File: src/rtl/vga_timing_gen.sv
// rtl/vga_timing_gen.sv - parametrised raster timing generator (h/v counters, syncs, blanking, strobes)
module vga_timing_gen #(
    parameter int   H_ACTIVE = 640,
    parameter int   H_FP     = 16,
    parameter int   H_SYNC   = 96,
    parameter int   H_BP     = 48,
    parameter int   V_ACTIVE = 480,
    parameter int   V_FP     = 10,
    parameter int   V_SYNC   = 2,
    parameter int   V_BP     = 33,
    parameter logic H_POL    = 1'b0,
    parameter logic V_POL    = 1'b0,
    parameter int   CLK_DIV  = 4,
    parameter int   CNT_W    = 11
) (
    input  logic             clk,
    input  logic             reset,
    input  logic             en,
    input  logic             clr,
    output logic             pixel_tick,
    output logic [CNT_W-1:0] pixel_x,
    output logic [CNT_W-1:0] pixel_y,
    output logic             hsync,
    output logic             vsync,
    output logic             video_on,
    output logic             h_blank,
    output logic             v_blank,
    output logic             line_start,
    output logic             frame_start
);

    localparam int H_TOTAL = H_ACTIVE + H_FP + H_SYNC + H_BP;
    localparam int V_TOTAL = V_ACTIVE + V_FP + V_SYNC + V_BP;
    localparam int DIV_W   = (CLK_DIV > 1) ? $clog2(CLK_DIV) : 1;

    localparam logic [DIV_W-1:0] DIV_LAST = DIV_W'(CLK_DIV - 1);
    localparam logic [CNT_W-1:0] H_LAST   = CNT_W'(H_TOTAL - 1);
    localparam logic [CNT_W-1:0] V_LAST   = CNT_W'(V_TOTAL - 1);
    localparam logic [CNT_W-1:0] H_ACT    = CNT_W'(H_ACTIVE);
    localparam logic [CNT_W-1:0] V_ACT    = CNT_W'(V_ACTIVE);
    localparam logic [CNT_W-1:0] HS_BEG   = CNT_W'(H_ACTIVE + H_FP);
    localparam logic [CNT_W-1:0] HS_END   = CNT_W'(H_ACTIVE + H_FP + H_SYNC);
    localparam logic [CNT_W-1:0] VS_BEG   = CNT_W'(V_ACTIVE + V_FP);
    localparam logic [CNT_W-1:0] VS_END   = CNT_W'(V_ACTIVE + V_FP + V_SYNC);

    logic [DIV_W-1:0] div_cnt, div_nxt;
    logic [CNT_W-1:0] h_count, h_nxt;
    logic [CNT_W-1:0] v_count, v_nxt;
    logic             h_wrap, v_wrap;
    logic             h_blank_nxt, v_blank_nxt, hs_act_nxt, vs_act_nxt;

    assign pixel_tick = en && (div_cnt == DIV_LAST);
    assign pixel_x    = h_count;
    assign pixel_y    = v_count;

    always_comb begin
        div_nxt = div_cnt;
        h_nxt   = h_count;
        v_nxt   = v_count;
        h_wrap  = 1'b0;
        v_wrap  = 1'b0;
        if (clr) begin
            div_nxt = '0;
            h_nxt   = '0;
            v_nxt   = '0;
        end else if (en) begin
            div_nxt = (div_cnt == DIV_LAST) ? '0 : div_cnt + 1'b1;
            if (pixel_tick) begin
                if (h_count == H_LAST) begin
                    h_nxt  = '0;
                    h_wrap = 1'b1;
                    if (v_count == V_LAST) begin
                        v_nxt  = '0;
                        v_wrap = 1'b1;
                    end else begin
                        v_nxt = v_count + 1'b1;
                    end
                end else begin
                    h_nxt = h_count + 1'b1;
                end
            end
        end
    end

    // Decode the next-state counts so registered flags line up with pixel_x/pixel_y
    assign h_blank_nxt = (h_nxt >= H_ACT);
    assign v_blank_nxt = (v_nxt >= V_ACT);
    assign hs_act_nxt  = (h_nxt >= HS_BEG) && (h_nxt < HS_END);
    assign vs_act_nxt  = (v_nxt >= VS_BEG) && (v_nxt < VS_END);

    always_ff @(posedge clk or negedge reset) begin
        if (!reset) begin
            div_cnt     <= '0;
            h_count     <= '0;
            v_count     <= '0;
            hsync       <= ~H_POL;
            vsync       <= ~V_POL;
            video_on    <= 1'b0;
            h_blank     <= 1'b0;
            v_blank     <= 1'b0;
            line_start  <= 1'b0;
            frame_start <= 1'b0;
        end else if (clr || en) begin
            div_cnt     <= div_nxt;
            h_count     <= h_nxt;
            v_count     <= v_nxt;
            hsync       <= hs_act_nxt ? H_POL : ~H_POL;
            vsync       <= vs_act_nxt ? V_POL : ~V_POL;
            video_on    <= !h_blank_nxt && !v_blank_nxt;
            h_blank     <= h_blank_nxt;
            v_blank     <= v_blank_nxt;
            line_start  <= h_wrap;
            frame_start <= h_wrap && v_wrap;
        end
    end

endmodule

File: config.mk
export PLATFORM = sky130hd
export DESIGN_NAME = vga_timing_gen
export DESIGN_NICKNAME = d
export VERILOG_FILES = /design/src/rtl/vga_timing_gen.sv
export SDC_FILE = /design/constraint.sdc
export NUM_CORES = 1
export LEC_CHECK = 0
export ABC_AREA = 1
export BUFFER_PORTS_ARGS = -buffer_cell sky130_fd_sc_hd__buf_2
export CAP_MARGIN = 0
export CORE_MARGIN = 5
export CORE_UTILIZATION = 50
export DETAILED_ROUTE_END_ITERATION = 8
export PLACE_DENSITY = 0.75
export SYNTH_ARGS = -nofsm -noshare
export SYNTH_HDL_FRONTEND = slang
export SYNTH_SLANG_ARGS = --single-unit
File: constraint.sdc
create_clock -name clk -period 3.6 [get_ports clk]
set_input_delay 0.36 -clock clk [delete_from_list [all_inputs] [get_ports clk]]
set_output_delay 0.36 -clock clk [all_outputs]
set_load 0.05 [all_outputs]
==> metrics.txt <==
Final nets 342; Syn Inst Count 297; Final Slew Violations 0; largest net degree at the start of global routing 32; Worst Tran Pin Value 687 ps; sequential fraction of the synthesis area 0.371; 1st-iter DRT viols 176; Synth async-reset ratio 1.00; Relative slew margins 0.542; f_max 0.496 GHz; Die ar. 5590 um^2; clock slew seen by the registers of the worst setup and hold paths 70 ps; router iterations before antenna repair 4; Post-Syn Area 2100 um^2; Clock Latency Late Sink 290 ps; count leader, synth nand2_1; post-cts resize count 0; postcts setup bufs 0; critical path type reg2reg; startpoint types flop; Post-synth EDFFs 0; Register-to-Register Path Depth 12; H-tree levels 2; vias in the first global route 1858; overall power 667 uW; RSZ-0062 raised after global routing no; Total Wirelength 5180 um; PortBufs 33; Critical R2R Launch pixel_y[0]$_DFFE_PN0P_; ANT nets after route 0; Initial Utilization 0.521; Die Y 74.8 um; Hold Fails Final Rpt 0; setup TNS 0 ps; routability congestion estimate 0.896; prevailing post-synth register cell dfrtp_1; GRT overflow 0; max-cap violation count 0; Worst EP arrival 2200 ps; number of remaining DRC errors 0; post-synth top area cell dfrtp_1; core area 4030 um^2; row count 23; Syn Area/Cell 7.06 um^2; Area Overhead vs Synth 14.1%; Fillers 397; syn_nets 305; P_leak 0.00130 uW; Synth Register Bits 31; outcome finished, final reports clean; layout cells sized above 1 0.260; first-pass GRT wire length 8670 um; crit end category flop; register area 778 um^2; Critical Path RT 3780 ps; Total GRT Usage 0.204; worst hold path type in2async; Unique masters post-synth 30; via count 2013; ANT cells 0; multi-input logic area 1140 um^2; number of antenna violations at the first check in global routing 0; fin crit period 2010 ps; pwr dens 279 nW/um^2; CTS tree done; hold bufs inserted after CTS 0; final setup skew 6.61 ps; Die W 74.8 um; CTS Buf Count 5; Worst IR Drop VDD 0.000171 V; io pins 34; Commonest cells post-synth nand2_1, nor2_1, inv_1; Max FO, Critical Path 7; routed len/inst 13.4 um; Synthesis Warnings 0; Setup crit start pixel_y[0]$_DFFE_PN0P_; clk buf depth 2; R2R setup slack 1590 ps; vias per inst 5.23; post-synth top area share 0.346; clk sink count 31; Final Cycle Share 0.560; Area contributors post-synth dfrtp_1, nand2_1, nand3_1, nor2_1, inv_1; Finish-stage setup viols 0; DPL Wire Length 4030 um; root buf cell clkbuf_8
-- cell usage in the layout, fill, tap and decap left out, drive strengths merged --
cell type	count
a211oi	1
a21oi	4
buf	34
clkbuf	6
clkinv	4
clkinvlp	1
dfrtp	29
dfstp	2
ha	4
inv	39
nand2	95
nand3	36
nand4	10
nor2	54
nor3	4
o21ai	7
o21bai	2
o22ai	1
o31ai	1
xnor2	1
-- final cells by class --
type                    count  area share
multi-input cells         220       0.475
flip-flops and latches     31       0.325
repair buffers             34      0.0721
inverters                  42      0.0664
clock buffers               6      0.0303
well taps                  50      0.0261
clock inverters             2     0.00523
-- worst paths after layout --
kind | endpoint
hold reg to reg | div_cnt[1]$_DFFE_PN0P_
setup reg to reg | video_on$_DFFE_PN0P_
setup / recovery | video_on$_DFFE_PN0P_
max in group asynchronous | pixel_y[3]$_DFFE_PN0P_
min in group clk | div_cnt[1]$_DFFE_PN0P_
hold / removal | pixel_x[7]$_DFFE_PN0P_
-- report_power, final --
part / switching (uW) / internal, uW / leakage, uW / total [uW]
sequential: 2.77 / 352 / 0.000420 / 355
combinational: 32.8 / 9.06 / 0.000836 / 41.9
clock: 136 / 135 / 0.0000412 / 271
total: 171 / 496 / 0.00130 / 667
-- state kept, by name, indices dropped and copies added, names as in the netlist --
signal / flops
frame_start: 1
hsync: 1
v_blank: 1
h_blank: 1
line_start: 1
div_cnt: 2
pixel_y: 11
video_on: 1
pixel_x: 11
vsync: 1
-- critical path, cell delays in order (launching register included) --
cell,delay (ps)
dfrtp_1,440
inv_1,70
ha_1,210
nand2_1,70
nor2_1,40
nand3_1,210
nor2_4,40
nor2_2,300
nand3_2,140
nor2_2,150
nand2_1,100
nand3_1,90
nand2_1,50
-- per-stage QoR --
| step | hold slack [ps] | worst slack (ps) | area, um^2 | cells | util |
|---|---|---|---|---|---|
| final | 111 | 1590 | 2390 | 385 | 0.594 |
| after global routing | 164 | 1390 | 2390 | 385 | 0.594 |
| after CTS | 128 | 1600 | 2390 | 385 | 0.594 |
| after detailed placement | 441 | 1610 | 2310 | 377 | 0.573 |
| after global placement | 437 | 1630 | 2310 | 377 | 0.573 |
| after floorplan | 64.4 | 1560 | 2100 | 297 | - |
-- kinds of logic (layout without fill, tap and decap cells) --
group	after synthesis	in the layout	share of synthesized area
AOI/OAI and AO/OA	16	16	0.0471
adders and majority gates	4	4	0.0239
DFF	31	31	0.371
xor gates and xnor gates	1	1	0.00417
buffers and inverters	46	84	0.0877
and+or+nand+nor	199	199	0.466
-- metal layers --
metal / vias to the layer above / wire length [um] / GRT usage
met5: - / 0 / 0
met3: 8 / 321 / 0.0414
li1: 1011 / - / -
met1: 935 / 2500 / 0.295
met2: 59 / 2270 / 0.306
met4: 0 / 88 / 0.0692
Note: power is estimated with default switching activity, not from simulation.
